## config.mk

```make
export PLATFORM = sky130hd
export DESIGN_NAME = nrd_seq
export DESIGN_NICKNAME = d
export VERILOG_FILES = /design/src/rtl/nrd_seq.sv
export SDC_FILE = /design/constraint.sdc
export NUM_CORES = 1
export LEC_CHECK = 0
export BUFFER_PORTS_ARGS = -buffer_cell sky130_fd_sc_hd__buf_2
export CAP_MARGIN = 0
export CORE_MARGIN = 2
export CORE_UTILIZATION = 40
export CTS_CLUSTER_DIAMETER = 80
export DETAILED_ROUTE_END_ITERATION = 6
export GPL_TIMING_DRIVEN = 1
export PLACE_DENSITY = 0.66
export SLEW_MARGIN = 20
export SYNTH_ARGS = -nofsm -noshare
export SYNTH_HDL_FRONTEND = slang
export SYNTH_SLANG_ARGS = --single-unit
```

## constraint.sdc

```tcl
create_clock -name clk -period 7.2 [get_ports clk]
set_input_delay 1.44 -clock clk [delete_from_list [all_inputs] [get_ports clk]]
set_output_delay 1.44 -clock clk [all_outputs]
set_load 0.03 [all_outputs]
```

## src/rtl/nrd_seq.sv

```systemverilog
// Iterative non-restoring unsigned divider: one quotient bit per clock,
// start/busy/done handshake and divide-by-zero detection.
module nrd_seq #(
    parameter int unsigned W = 24
) (
    input  logic         clk,
    input  logic         rst,
    input  logic         start,
    input  logic [W-1:0] a,
    input  logic [W-1:0] b,
    output logic         busy,
    output logic         done,
    output logic [W-1:0] quo,
    output logic [W-1:0] rem,
    output logic         dbz
);

    localparam int unsigned CW = $clog2(W + 1);

    localparam logic [1:0] S_IDLE = 2'd0;
    localparam logic [1:0] S_RUN  = 2'd1;
    localparam logic [1:0] S_FIX  = 2'd2;

    logic [1:0]    state;
    logic [1:0]    state_nxt;
    logic [CW-1:0] cnt;
    logic [W-1:0]  dq;
    logic [W-1:0]  bq;
    logic [W:0]    p;
    logic [W:0]    p_shift;
    logic [W:0]    p_step;
    logic [W-1:0]  rem_fix;
    logic          last_iter;
    logic          accept;

    // One non-restoring step; P stays within [-B, B) so W+1 bits suffice
    // even though the shifted intermediate may wrap.
    always_comb begin
        p_shift   = {p[W-1:0], dq[W-1]};
        p_step    = p[W] ? (p_shift + {1'b0, bq}) : (p_shift - {1'b0, bq});
        rem_fix   = p[W] ? (p[W-1:0] + bq) : p[W-1:0];
        last_iter = (cnt == CW'(W - 1));
        accept    = start && (b != '0);
    end

    always_comb begin
        state_nxt = state;
        case (state)
            S_IDLE:  if (accept) state_nxt = S_RUN;
            S_RUN:   if (last_iter) state_nxt = S_FIX;
            S_FIX:   state_nxt = S_IDLE;
            default: state_nxt = S_IDLE;
        endcase
    end

    always_ff @(posedge clk) begin
        if (rst) state <= S_IDLE;
        else     state <= state_nxt;
    end

    // Datapath and registered outputs
    always_ff @(posedge clk) begin
        if (rst) begin
            cnt  <= '0;
            dq   <= '0;
            bq   <= '0;
            p    <= '0;
            busy <= 1'b0;
            done <= 1'b0;
            quo  <= '0;
            rem  <= '0;
            dbz  <= 1'b0;
        end else begin
            done <= 1'b0;
            case (state)
                S_IDLE: begin
                    if (accept) begin
                        dq   <= a;
                        bq   <= b;
                        p    <= '0;
                        cnt  <= '0;
                        busy <= 1'b1;
                        dbz  <= 1'b0;
                    end else if (start) begin
                        quo  <= '1;
                        rem  <= a;
                        dbz  <= 1'b1;
                        done <= 1'b1;
                    end
                end
                S_RUN: begin
                    p   <= p_step;
                    dq  <= {dq[W-2:0], ~p_step[W]};
                    cnt <= cnt + CW'(1);
                end
                S_FIX: begin
                    quo  <= dq;
                    rem  <= rem_fix;
                    done <= 1'b1;
                    busy <= 1'b0;
                end
                default: ;
            endcase
        end
    end

endmodule

```

==> impl_results.md, run 1 <==
- Crit-path max FO: 6
- RSZ-0062 raised after global routing: false
- Slew Limit Fails: 0
- Initial antenna violation count: 0
- Run status: finished clean
- Yosys reg bits: 131
- Xor/xnor share of the synthesized area: 0.05201
- CTS clk-pin slew, worst paths: 60 ps
- Vias in the first global route: 7121
- Final GP Congestion: 0.9454
- Worst reg2reg endpoint: dq[0]
- Number of flops mapped to enable cells by yosys: 0
- Initial drt markers: 555
- Most used DFF post-synth: dfxtp_1
- Pin count of the biggest net entering global routing: 77
- Period minus WS final: 4059 ps
- # Max-Cap Violations: 0
- Fmax: 0.2464 GHz
- First-pass GRT wire length: 36320 um
- Crit Path Class: register to register
- Normalized max-slew margin: 0.2793
- Grt total ovfl: 0
- Total GRT Usage: 0.2066
- Most frequent cells in the layout: 187 x nand2_1, 130 x dfxtp_1, 123 x nor2_1
- Fillcell total: 2029
- N_diodes: 0
- Worst clock skew: 8.864 ps
- Hold Buf Count CTS: 0
- Mapped Cells: 1090
- Critical Path RT: 7490 ps
- Worst skew pair latency: 420 ps
- Synth Area per Inst: 7.549 um2
- Number of distinct library cells after synthesis: 71
- Final hold vios: 0
- Share of cells above drive strength 1: 0.1414
- Max incr delay on CP: 460 ps
- PwrDens: 282.6 nW/um2
- WHS Path Cells: 2
- CTS Buffer Depth: 2
- Top delay family on crit path: simple AND/OR/NAND/NOR gates
- Peak supply drop: 131.1 uV
- CTS Sinks: 131
- Number of vias in the routed layout: 7874
- Tightest Pin Transition: 1077 ps
- WP buf/inv: 0
- Layout area overhead: 15.24%
- Via-per-instance ratio: 5.479
- DIE AREA: 21730 um2
- Async SR Flop Fraction: 0
- Final worst path period share: 0.5637
- Yosys warns: 0
- Die span in x: 147.4 um
- Final setup TNS: 0 ps
- Final Non-Filler Cells: 1437
- Post_cts resized: 0
- Avg WL per Cell: 15.69 um
- Worst Hold Launch: busy
- Cts bufs inserted: 17
- Number of port buffers: 101
- IO Pins: 102
- 1st-pass router iterations: 5
- Post-synthesis sequential area ratio: 0.3187
- Critical path, cell by cell: or3_4 > nor3_1 > nand2b_1 > or3_1 > nor4_1 > nor2_1 > xor2_1 > ha_1 > a21o_1 > a21oi_1 > o21ai_0 > o211ai_1 > o21a_1 > o211ai_1 > xnor2_1 > a21oi_1
- CTS tree: yes
- Worst setup SP type: register
- Worst Hold Class: register to register
- Final setup viols: 0
- Root Driver: clkbuf_16
- Main combinational cell family by area after synthesis: simple AND/OR/NAND/NOR gates
- Routed Antenna Nets: 0
- Post-Synthesis Cell Area: 8228 um2
- R2R depth: 16
- Area share of fa/ha/maj cells after synthesis: 0.08242
- Commonest non-fill, non-tap cell in the layout: nand2_1
- Simple-gate share of the synthesized area: 0.2556
- Worst EP arrival: 4340 ps
- CP endpoint kind: register
- Detailed Route WL: 22550 um
- H-tree Lvls: 4
- End of the worst hold path: busy
- Number of core rows: 52
- Post-synthesis mux area share: 0.01734
- Synth Area in Compound Gates: 0.2336
- Post-Place Cells: 1406
- Final #Nets: 1259
- P_leak: 4.021 nW
- DP HPWL: 16340 um
- Setup Fix Bufs, Post-CTS: 0
- DRC: 0
- Core ar.: 20230 um2
- Reg2Reg Setup Slack: 3140 ps
- Reg-to-reg critical path startpoint: bq[2]
- Syn Nets: 1194
- Die Ht: 147.4 um
- Initial Util: 0.4066
- Critical-path top delay cell: xnor2_1
metrics by stage:
stage	util	hold WS, ps	cell area [um2]	power (W)	setup WS [ps]
CTS	0.4686	469.9	9482	0.002678	3100
floorplan	-	447.4	8228	0.001641	3698
finish	0.4686	466.9	9482	0.002680	3141
global route	0.4686	485.9	9482	0.002841	2827
detailed placement	0.4413	462.3	8930	0.001857	2861
global placement	0.4413	447.5	8930	0.001846	2861
registers in the layout (all words and copies together) (netlist names), 2 cells and up:
name,cells
bq,24
cnt,5
dq,24
p,25
quo,24
rem,24
state,2
worst max-delay path by stage:
stage	startpoint	to	slack, ps	depth (start not counted)
after floorplan	bq[2]	p[23]	3700	16
after global placement	b[8]	rem[11]	2860	7
after detailed placement	b[19]	rem[9]	2860	7
after CTS	bq[2]	p[24]	3100	16
after global routing	bq[2]	p[23]	2830	16
final	bq[2]	dq[0]	3140	16
worst register-to-register path, stage by stage, from the launching register on:
cell and delay, ps:
dfxtp_1 380, or3_4 430, nor3_1 220, nand2b_1 170, or3_1 430, nor4_1 190
nor2_1 80, xor2_1 160, ha_1 340, a21o_1 180, a21oi_1 200, o21ai_0 120
o211ai_1 170, o21a_1 170, o211ai_1 110, xnor2_1 460, a21oi_1 130
power breakdown:
group,leakage [nW],switching [W],total (W),internal (W)
registers,1.07,0.0000765,0.000856,0.000780
clock network,0.258,0.000336,0.000818,0.000482
logic,2.69,0.000596,0.00101,0.000409
synthesized netlist by cell type (10+ instances only):
master / number / area, um2
a21o_1: 15 / 112.6
mux2i_1: 12 / 120.1
ha_1: 51 / 638.1
nand2b_1: 14 / 87.58
nor2_1: 123 / 461.7
nor3_1: 62 / 310.3
nand3_1: 20 / 100.1
nor4_1: 10 / 62.56
a311oi_1: 39 / 341.6
a211oi_1: 12 / 90.09
clkbuf_1: 56 / 210.2
o21ai_0: 37 / 185.2
xor2_1: 30 / 262.8
nand2_1: 187 / 701.9
nor2b_1: 13 / 81.33
o21ai_1: 11 / 55.05
a31oi_1: 10 / 62.56
a21oi_1: 99 / 495.5
or3_1: 10 / 62.56
xnor2_1: 17 / 148.9
dfxtp_1: 131 / 2623
inv_1: 22 / 82.58
layout make-up:
| cell class | instances | area (um2) | area share |
|---|---|---|---|
| inverter | 22 | 82.58 | 0.008709 |
| clock inverter | 12 | 108.9 | 0.01148 |
| sequential | 131 | 2624 | 0.2767 |
| timing repair buffer | 111 | 583.1 | 0.06149 |
| clock buffer | 19 | 442.9 | 0.04671 |
| multi-input combinational | 872 | 5303 | 0.5593 |
| tap | 270 | 337.8 | 0.03563 |
per-layer routing:
layer  wire, um  GRT usage  vias up
met3       1308    0.03056       22
li1           -          -     4042
met5          0          0        -
met1      10910     0.2925     3593
met2       9979     0.3271      217
met4        346    0.06154        0
logic make-up after synthesis:
logic type | Yosys count
and+or+nand+nor | 469
AOI/OAI and AO/OA | 288
DFF | 131
buffers and inverters | 87
adders and majority gates | 53
xor gates and xnor gates | 48
muxes | 14
Note: power is estimated with default switching activity, not from simulation.
==> run 2: changes to the inputs <==
clock period = 3.8 ns   (was 7.2 ns; I/O delays follow)
==> run 2 against run 1 <==
Against the previous run: global-route usage increased by 1.1 points; clock skew increased by 0.58 ps; power increased by 95%; clock power increased by 92%; sequential share of layout area decreased by 0.71 points; utilization increased by 1.3 points; combinational power increased by 100%; first-iteration DRC count decreased by 2.7%; setup slack got worse by 3000 ps; critical endpoint is now p[23]; maximum frequency increased by 12%.
==> impl_results.md, run 2 (synthesis results as in run 1) <==
- Share of cells above drive strength 1: 0.1668
- Routed Antenna Nets: 0
- CTS clk-pin slew, worst paths: 60 ps
- Met3 usage: 0.03951
- Reg-to-reg critical path startpoint: bq[2]
- Met2 Use GR: 0.3360
- Worst clock skew: 9.442 ps
- Via-per-instance ratio: 5.546
- Fin util: 0.4812
- Cts bufs inserted: 17
- Final hold vios: 0
- Pin count of the biggest net entering global routing: 55
- 1st-pass router iterations: 5
- Initial antenna violation count: 0
- Avg WL per Cell: 16.25 um
- Initial drt markers: 540
- Final Non-Filler Cells: 1457
- H-tree Lvls: 4
- Number of port buffers: 101
- Largest register FFs: 25
- Most Used Layer, Global Route: met2
- Crit-path max FO: 5
- IO Pins: 102
- Worst EP arrival: 3930 ps
- N_diodes: 0
- Most flops, register: p
- R2R depth: 15
- Peak supply drop: 266.6 uV
- CTS tree: yes
- Final worst path period share: 0.9548
- Vias in the first global route: 7382
- Detailed Route WL: 23680 um
- Fillcell total: 1993
- Reg2Reg Setup Slack: 170 ps
- P_leak: 4.150 nW
- Number of vias in the routed layout: 8081
- Layout area overhead: 18.34%
- Final GP Congestion: 0.9109
- Crit Path Class: register to register
- DP HPWL: 17300 um
- CP endpoint kind: register
- Commonest non-fill, non-tap cell in the layout: nand2_1
- Hold Buf Count CTS: 0
- Sw Share: 0.3829
- Total GRT Usage: 0.2173
- First-pass GRT wire length: 38210 um
- Core ar.: 20230 um2
- Worst Hold Class: register to register
- DRC: 0
- Number of core rows: 52
- # Max-Cap Violations: 0
- CTS Buffer Depth: 2
- Internal power: 0.003232 W
- Initial Util: 0.4066
- Final #Nets: 1278
- Flip-flop and latch area: 2625 um2
- Sequential Power Share: 0.311
- Run status: finished clean
- Grt total ovfl: 0
- Clk pwr share: 0.299
- Period minus WS final: 3628 ps
- Die Ht: 147.4 um
- Fmax: 0.2756 GHz
- Post-Place Cells: 1421
- Final setup viols: 0
- Comb pwr share: 0.390
- Worst skew pair latency: 420 ps
- CTS Sinks: 131
- Critical Path RT: 4100 ps
- Critical Path Source: bq[2]
- Slew Limit Fails: 0
- Root Driver: clkbuf_16
- Worst reg2reg endpoint: p[23]
- Die span in x: 147.4 um
- PwrDens: 537.8 nW/um2
- Worst setup SP type: register
- Met1 Usage GRT: 0.3049
- Footprint of the multi-input gates: 5371 um2
- CP Capture Point: p[23]
- NetSw: 0.002005 W
- Tightest Pin Transition: 777.9 ps
- DIE AREA: 21730 um2
- Most frequent cells in the layout: 186 x nand2_1, 129 x dfxtp_1, 122 x nor2_1
- Normalized max-slew margin: 0.4814
[run 2: cell count changes in the layout (fill, tap and decap cells not counted), sizes merged]
cell      before  now
clkinv         4    7
inv           24   27
clkbuf        19   18
buf          111  130
clkinvlp       5    1
[run 2: timing repair]
action,CTS,global route
buffers inserted,0,4
setup endpoints to repair,0,5
gates resized for setup,0,18
endpoints found under the hold margin,0,0
[run 2: metal layers]
| metal | share of wire | wire length [um] |
|---|---|---|
| met4 | 0.022 | 530 |
| met1 | 0.49 | 11570 |
| met3 | 0.055 | 1295 |
| met5 | 0 | 0 |
| met2 | 0.43 | 10280 |
[run 2: metrics by stage]
stage | TNS (ps) | setup WS, ps | power (W) | area (um2) | hold slack [ps]
3_3_place_gp | 0 | 85.85 | 0.003538 | 9080 | 447.4
5_1_grt | -38.40 | -15.39 | 0.005550 | 9737 | 476.8
4_1_cts | 0 | 2.332 | 0.005128 | 9637 | 462.6
6_report | 0 | 171.7 | 0.005237 | 9737 | 467.8
2_1_floorplan | 0 | 298.5 | 0.003110 | 8228 | 447.4
3_5_place_dp | 0 | 17.37 | 0.003553 | 9080 | 451.5
[run 2: area by class of cell]
cell class / count / share of cell area
repair buffers: 130 / 0.07839
inverters: 22 / 0.008481
multi-input cells: 872 / 0.5517
clock buffers: 18 / 0.04408
clock inverters: 14 / 0.01311
flip-flops and latches: 131 / 0.2696
well taps: 270 / 0.03470
[run 2: power by group through the flow]
stage | sequential (W) | combinational, W | clock (W)
6_report | 0.00163 | 0.00204 | 0.00157
5_1_grt | 0.00164 | 0.00226 | 0.00165
4_1_cts | 0.00162 | 0.00192 | 0.00159
3_5_place_dp | 0.00165 | 0.00190 | 0
3_3_place_gp | 0.00165 | 0.00189 | 0
2_1_floorplan | 0.00159 | 0.00152 | 0
[run 2: how the worst min path moves through the flow]
| stage | from | to | slack, ps | depth (start not counted) |
|---|---|---|---|---|
| after floorplan | cnt[4] | cnt[4] | 450 | 1 |
| after global placement | busy | busy | 450 | 2 |
| after detailed placement | busy | busy | 450 | 2 |
| after CTS | busy | busy | 460 | 2 |
| after global routing | busy | busy | 480 | 2 |
| final | busy | busy | 470 | 2 |
[run 2: worst max-delay path: stages, from the launching register on]
cell and delay (ps):
dfxtp_1 310, or3_4 410, nor3_4 140, nand2b_1 140, or3_4 410, nor2_1 90, nor2_1 50, xor2_1 160
ha_1 380, a21o_1 190, a21oi_2 180, o31ai_4 110, o311ai_4 360, nor3_1 110, a2111oi_2 350, a211oi_1 120
